`config.mk`:
```
export PLATFORM = sky130hd
export DESIGN_NAME = ram_arbiter
export DESIGN_NICKNAME = d
export VERILOG_FILES = /design/src/rtl/ram_arbiter.sv
export SDC_FILE = /design/constraint.sdc
export NUM_CORES = 1
export LEC_CHECK = 0
export ABC_AREA = 1
export CAP_MARGIN = 0
export CORE_ASPECT_RATIO = 0.75
export CORE_MARGIN = 2
export CORE_UTILIZATION = 30
export CTS_BUF_LIST = sky130_fd_sc_hd__clkbuf_4 sky130_fd_sc_hd__clkbuf_8
export DETAILED_ROUTE_END_ITERATION = 7
export PLACE_DENSITY = 0.77
export RECOVER_POWER = 50
export SYNTH_ARGS = -nofsm -noshare
export SYNTH_HDL_FRONTEND = slang
export SYNTH_SLANG_ARGS = --single-unit
```
`constraint.sdc`:
```
create_clock -name clk -period 1.2 [get_ports clk]
set_clock_uncertainty 0.05 [all_clocks]
set_input_delay 0.18 -clock clk [delete_from_list [all_inputs] [get_ports clk]]
set_output_delay 0.18 -clock clk [all_outputs]
set_load 0.01 [all_outputs]
```
`src/rtl/ram_arbiter.sv`:
```
// Shares the single-port data/frame RAM between the CPU data port and the VGA
// pixel fetcher: VGA has priority, CPU starvation is bounded, and reads are tagged.
`timescale 1ns/1ps

module ram_arbiter #(
    parameter int DATA_W     = 32,
    parameter int RAM_AW     = 10,
    parameter int STARVE_MAX = 4
) (
    input  logic              clk,
    input  logic              reset_n,
    // CPU data port
    input  logic              cpu_req,
    input  logic              cpu_we,
    input  logic [3:0]        cpu_wmask,
    input  logic [31:0]       cpu_addr,
    input  logic [DATA_W-1:0] cpu_wdata,
    output logic              cpu_gnt,
    output logic              cpu_rvalid,
    output logic [DATA_W-1:0] cpu_rdata,
    // VGA pixel fetcher
    input  logic              vga_req,
    input  logic [31:0]       vga_addr,
    output logic              vga_gnt,
    output logic              vga_rvalid,
    output logic [DATA_W-1:0] vga_rdata,
    // RAM
    output logic              ram_en,
    output logic [3:0]        ram_we,
    output logic [RAM_AW-1:0] ram_addr,
    output logic [DATA_W-1:0] ram_wdata,
    input  logic [DATA_W-1:0] ram_rdata
);

    localparam int CNT_W = $clog2(STARVE_MAX + 1);
    localparam logic [CNT_W-1:0] CNT_MAX = CNT_W'(STARVE_MAX);

    typedef enum logic [1:0] {
        TAG_NONE = 2'd0,
        TAG_CPU  = 2'd1,
        TAG_VGA  = 2'd2
    } rd_tag_t;

    typedef struct packed {
        logic              en;
        logic [3:0]        we;
        logic [RAM_AW-1:0] addr;
        logic [DATA_W-1:0] wdata;
    } ram_req_t;

    logic [CNT_W-1:0]  starve_cnt;
    rd_tag_t           rd_tag;
    logic              force_cpu;
    ram_req_t          ram_req;
    logic [DATA_W-1:0] cpu_rdata_q;
    logic [DATA_W-1:0] vga_rdata_q;

    // Address bits outside the RAM word range are decoded upstream.
    logic unused_addr_bits;
    assign unused_addr_bits = &{1'b0, cpu_addr[31:RAM_AW+2], cpu_addr[1:0],
                                vga_addr[31:RAM_AW+2], vga_addr[1:0]};

    // Grants are held low while reset is asserted so the RAM sees no strobe.
    always_comb begin
        force_cpu = cpu_req & (starve_cnt == CNT_MAX);
        vga_gnt   = reset_n & vga_req & ~force_cpu;
        cpu_gnt   = reset_n & cpu_req & ~vga_gnt;
    end

    always_comb begin
        ram_req       = '0;
        ram_req.en    = cpu_gnt | vga_gnt;
        ram_req.wdata = cpu_wdata;
        if (cpu_gnt) begin
            ram_req.addr = cpu_addr[RAM_AW+1:2];
            ram_req.we   = cpu_we ? cpu_wmask : 4'b0000;
        end else begin
            ram_req.addr = vga_addr[RAM_AW+1:2];
        end
    end

    assign ram_en    = ram_req.en;
    assign ram_we    = ram_req.we;
    assign ram_addr  = ram_req.addr;
    assign ram_wdata = ram_req.wdata;

    always_ff @(posedge clk or negedge reset_n) begin
        if (!reset_n) begin
            starve_cnt <= '0;
        end else if (cpu_gnt || !cpu_req) begin
            starve_cnt <= '0;
        end else if (vga_gnt && starve_cnt != CNT_MAX) begin
            starve_cnt <= starve_cnt + 1'b1;
        end
    end

    // Tag each read with its owner; RAM data arrives the following cycle.
    always_ff @(posedge clk or negedge reset_n) begin
        if (!reset_n) begin
            rd_tag <= TAG_NONE;
        end else if (vga_gnt) begin
            rd_tag <= TAG_VGA;
        end else if (cpu_gnt && !cpu_we) begin
            rd_tag <= TAG_CPU;
        end else begin
            rd_tag <= TAG_NONE;
        end
    end

    assign cpu_rvalid = (rd_tag == TAG_CPU);
    assign vga_rvalid = (rd_tag == TAG_VGA);

    // rdata passes RAM data through on its return cycle and otherwise holds.
    assign cpu_rdata = cpu_rvalid ? ram_rdata : cpu_rdata_q;
    assign vga_rdata = vga_rvalid ? ram_rdata : vga_rdata_q;

    always_ff @(posedge clk or negedge reset_n) begin
        if (!reset_n) begin
            cpu_rdata_q <= '0;
            vga_rdata_q <= '0;
        end else begin
            cpu_rdata_q <= cpu_rdata;
            vga_rdata_q <= vga_rdata;
        end
    end

endmodule

```
======== Yosys cells after proc, flatten, opt, wreduce, memory -nomap -nowiden ========
Index checks and enable logic that the tools add are counted.
storage, ports and cells
  output and inout bits ................... 115
  register bits after elaboration ......... 69
  word-level logic and storage cells ...... 32
  bits of input ports ..................... 137
cells by class
  bitwise operators ....................... 8
  reduce and logical (&&, ||, !) cells .... 6
  equal/unequal tests ..................... 4
  mux-type cells .......................... 9
  add/sub/neg operators ................... 1
operators by type and width
  kind                 number
  $mux 32              2
  $mux 10              1
  $mux 4               2
  $mux 3               2
  $and 1x1->1          5
  $add 3x1->3 const B  1
  $eq 3x3->1 const B   1
  $ne 3x3->1 const B   1
  $eq 2x1->1 const B   1
  $eq 2x2->1 const B   1
  $logic_and 1x1->1    2
  $logic_not 1->1      2
  $mux 2               1
  $not 1->1            2
  $reduce_bool 2->1    1
  $logic_or 1x1->1     1
  $mux 1               1
  $or 1x1->1           1

======== Logic depth before layout (Yosys ltp) ========
  word-level depth ........................ 9
  gate-level depth with buffers ........... 9
  gate-level depth less buffers ........... 8

======== Worst setup path before layout ========
OpenSTA, ideal clock, no wires.
  path type ............................... register -> output
  from .................................... register starve_cnt[0]
  to ...................................... output port ram_we[0]
  path buffers ............................ 1
  stages on the path, launching flop included .. 8
  setup slack ............................. -0.190 ns
  arrival time ............................ 1.160 ns
  data required time ...................... 0.970 ns
  cell sequence ........................... dfrtp_1 > inv_1 > ha_1 > nand3_2 > nand2_2 > nand2_4 > buf_4 > nor2_1
between the ends
  word-level cells in the longest chain between the ends .. 7
ends and longest elaborated chain
  element                   line  text
  start: declaration        51    logic [CNT_W-1:0] starve_cnt;
  start signal: assignment  93    starve_cnt <= starve_cnt + 1'b1;
  $eq 3x3->1                65    force_cpu = cpu_req & (starve_cnt == CNT_MAX);
  $and 1x1->1               65
  $not 1->1                 66    vga_gnt = reset_n & vga_req & ~force_cpu;
  $and 1x1->1               66
  $not 1->1                 67    cpu_gnt = reset_n & cpu_req & ~vga_gnt;
  $and 1x1->1               67
  $mux 4                    74    if (cpu_gnt) begin
  end: declaration          29    output logic [3:0] ram_we,
No other way between the ends.

======== Final worst setup path ========
  from .................................... register rd_tag[1]
  to ...................................... output port cpu_rdata[5]
between the ends
  word-level cells in the longest chain between the ends .. 2
ends and longest elaborated chain
  element                   line  text
  start: declaration        52    rd_tag_t rd_tag;
  start signal: assignment  100   rd_tag <= TAG_NONE;
  start signal: assignment  102   rd_tag <= TAG_VGA;
  start signal: assignment  104   rd_tag <= TAG_CPU;
  $eq 2x1->1                110   assign cpu_rvalid = (rd_tag == TAG_CPU);
  $mux 32                   114   assign cpu_rdata = cpu_rvalid ? ram_rdata : cpu_rdata_q;
  end: declaration          20    output logic [DATA_W-1:0] cpu_rdata,
No other way between the ends.

==> impl_metrics.csv <==
group,metric,value,unit
critical_path,start_kind,"register",
final_layout,diodes,0,
placement,dpl.hpwl,6490,um
outcome,violations,"setup timing",
sta,slew_violations,0,
global_route,grt_max_degree,59,
final_layout,postLayoutCoreUtil,62.0,%
logic_synthesis,ys_seq_area_share,54.5,%
logic_synthesis,synth_most_common_cell,"nand2_1",
die,coreArea,0.0103,sq mm
outcome,outcome,"finished, violations left",
sta,final.period_utilization,159,%
global_route,grt_pass1_wl,16200,um
global_route,grt_pass1_vias,3236,
sta,period_minus_slack,1.90,ns
logic_synthesis,ys_warn_count,0,
critical_path,worstPathArrival,1.67,ns
critical_path,crit_fanout,7,
clock_network,cts_made_buffers,9,
route,vias,2999,
placement,portBuffers,143,
sta,setup-violations-final,132,
power_and_ir_drop,p_total,8.20,mW
logic_synthesis,synth_top_area_share,54.5,%
die,initial_utilization,30.8,%
logic_synthesis,ys_ff_latch,69,
logic_synthesis,synth_fp_nets,488,
route,drc,0,
route,post_drt_via_cell_ratio,4.46,
clock_network,cts_sinks,69,
global_route,grt_usage,18.7,%
route,dr.pass1.iters,4,
logic_synthesis,netlist_instances,349,
global_route,antenna_found_initial,0,
critical_path,slowest_stage,"dfrtp_1",
power_and_ir_drop,vdd_drop_max,678,uV
power_and_ir_drop,power_leakage,3.03,nW
final_layout,area_delta_synth_final,101,%
clock_network,path_clk_slew,0.07,ns
die,die_x,123,um
sta,clock.fmax,0.526,GHz
sta,final_hold_viol_count,0,
logic_synthesis,async_reset_ff_share,100,%
logic_synthesis,yosys.area.top_type,"dfrtp_1",
die,die-area,0.0114,sq mm
final_layout,nets,670,
logic_synthesis,ys_top_cells_by_area,"dfrtp_1, nand2_1, buf_4",
route,drt-total-wl,10800,um
clock_network,clock_latency,0.34,ns
die,die_h,93.0,um
logic_synthesis,synth_edf_count,0,
critical_path,crit_type,"reg2out",
logic_synthesis,synth_area,0.00317,sq mm
clock_network,cts_buffer_depth,2,
die,pin_count,252,
critical_path,critPathCaptureType,"output port",
route,detail_route.wl_per_cell,16.0,um
logic_synthesis,synth_cell_types,20,
flow_run,drv_cap,0,
sta,tightest_slew,0.714,ns
global_route,gr-total-overflow,0,
clock_network,cts_tree,"yes",
critical_path,cp.required,0.97,ns
logic_synthesis,synth_common_cells,"nand2_1, dfrtp_1, inv_1",
worst_hold_path,min_path_type,"in2out",
sta,rsz0062_at_grt,"true",
sta,max_slew_margin,52.4,%
route,drt_iter0_markers,102,
clock_network,cts_root_buffer,"clkbuf_8",
route,detail-route-antenna-nets,0,
clock_network,cts_max_level,3,
placement,gp_congestion,0.783,
logic_synthesis,synth_ff_type,"dfrtp_1",
sta,finalWorstSetupSlack,-0.703,ns
power_and_ir_drop,power_per_cell_area,1290,mW/mm^2
logic_synthesis,avgSynthCellArea,9.08,sq um
final_layout,drive_above_1_share,57.3,%
critical_path,critPathMaxStageDelay,0.41,ns
die,num_rows,32,
critical_path,cp_cell_sequence,"or2_4, buf_8, clkbuf_16, nand2_4, o21ai_4, buf_6",
==> per-stage QoR <==
step / instances / hold WS (ns) / instance area [sq um] / setup WS (ns) / setup TNS, ns
2_1_floorplan: 349 / -0.166 / 3570 / -0.172 / -5.13
3_3_place_gp: 626 / 0.129 / 5200 / -0.782 / -51.63
3_5_place_dp: 626 / 0.136 / 5200 / -0.833 / -54.04
4_1_cts: 667 / 0.199 / 5890 / -0.727 / -62.87
5_1_grt: 672 / 0.310 / 6380 / -0.766 / -71.66
6_report: 672 / 0.310 / 6380 / -0.703 / -57.91
==> layout make-up <==
cell class                      instances  area (sq um)
Fill cell                             797          3910
Timing Repair Buffer                  218          2380
Sequential cell                        69          1730
Multi-Input combinational cell        189          1720
Tap cell                              136           170
Inverter                               43           169
Clock buffer                           11           151
Clock inverter                          5          58.8
Timing Repair inverter                  1          6.26
==> flip-flops by register name, summed over array words and instances (netlist names) <==
name	cells
cpu_rdata_q	32
vga_rdata_q	32
rd_tag	2
starve_cnt	3
==> worst paths after layout <==
| kind | start | end | slack, ns | depth (start not counted) |
|---|---|---|---|---|
| worst max-delay path | rd_tag[1] | cpu_rdata[5] | -0.70 | 6 |
| worst min register to register | vga_rdata_q[25] | vga_rdata_q[25] | 0.42 | 2 |
| min in group asynchronous | reset_n | cpu_rdata_q[27] | 0.46 | 3 |
| max in group asynchronous | reset_n | vga_rdata_q[28] | 0.10 | 3 |
| worst min-delay path | cpu_wdata[26] | ram_wdata[26] | 0.31 | 0 |
| worst max register to register | rd_tag[1] | cpu_rdata_q[9] | -0.38 | 7 |
==> what timing repair did <==
| item | 4_1_cts | 5_1_grt |
|---|---|---|
| gates resized for setup | 398 | 104 |
| hold buffers | 1 | 0 |
| endpoints found under the setup margin | 113 | 208 |
| gates cloned | 9 | 2 |
| buffers inserted | 15 | 11 |
| pin swaps | 8 | 16 |
| endpoints found under the hold margin | 17 | 0 |
==> cells in the final DEF, fill, tap and decap left out, drive strengths merged, types with 2 or more instances in the layout <==
master,Yosys,layout
inv,43,44
nor2,5,5
bufbuf,0,3
buf,44,130
clkinvlp,0,2
clkinv,0,2
dfrtp,69,69
clkbuf,4,17
clkdlybuf4s15,0,19
a21oi,2,2
nand2,111,111
nand3,3,3
ha,2,2
clkdlybuf4s50,0,58
o21ai,64,64
==> per-layer routing <==
metal	share of wire, %	track usage [%]
met1	42	22.9
met2	51	31.7
met3	5.7	5.30
met4	1.6	6.03
met5	0	0
==> worst max-delay path, delay by kind of cell, from the launching register on <==
family / cells / cell delay, ns
buffers and inverters: 3 / 0.46
AOI/OAI and AO/OA: 1 / 0.06
DFF: 1 / 0.41
and+or+nand+nor: 2 / 0.39
==> logic make-up (layout without fill, tap and decap cells) <==
kind of cell,count (synthesis),after routing,synth area share (%)
simple gates,121,121,15.1
buf+inv,91,278,16.5
compound gates,66,66,13.1
flops,69,69,54.5
fa+ha+maj,2,2,0.789
==> report_power, final <==
part	internal (mW)	total, mW	leakage [nW]	switching [mW]
clock network	1.07	1.95	0.102	0.876
registers	2.73	2.96	0.851	0.230
logic	1.86	3.29	2.07	1.44
Note: power is estimated with default switching activity, not from simulation.
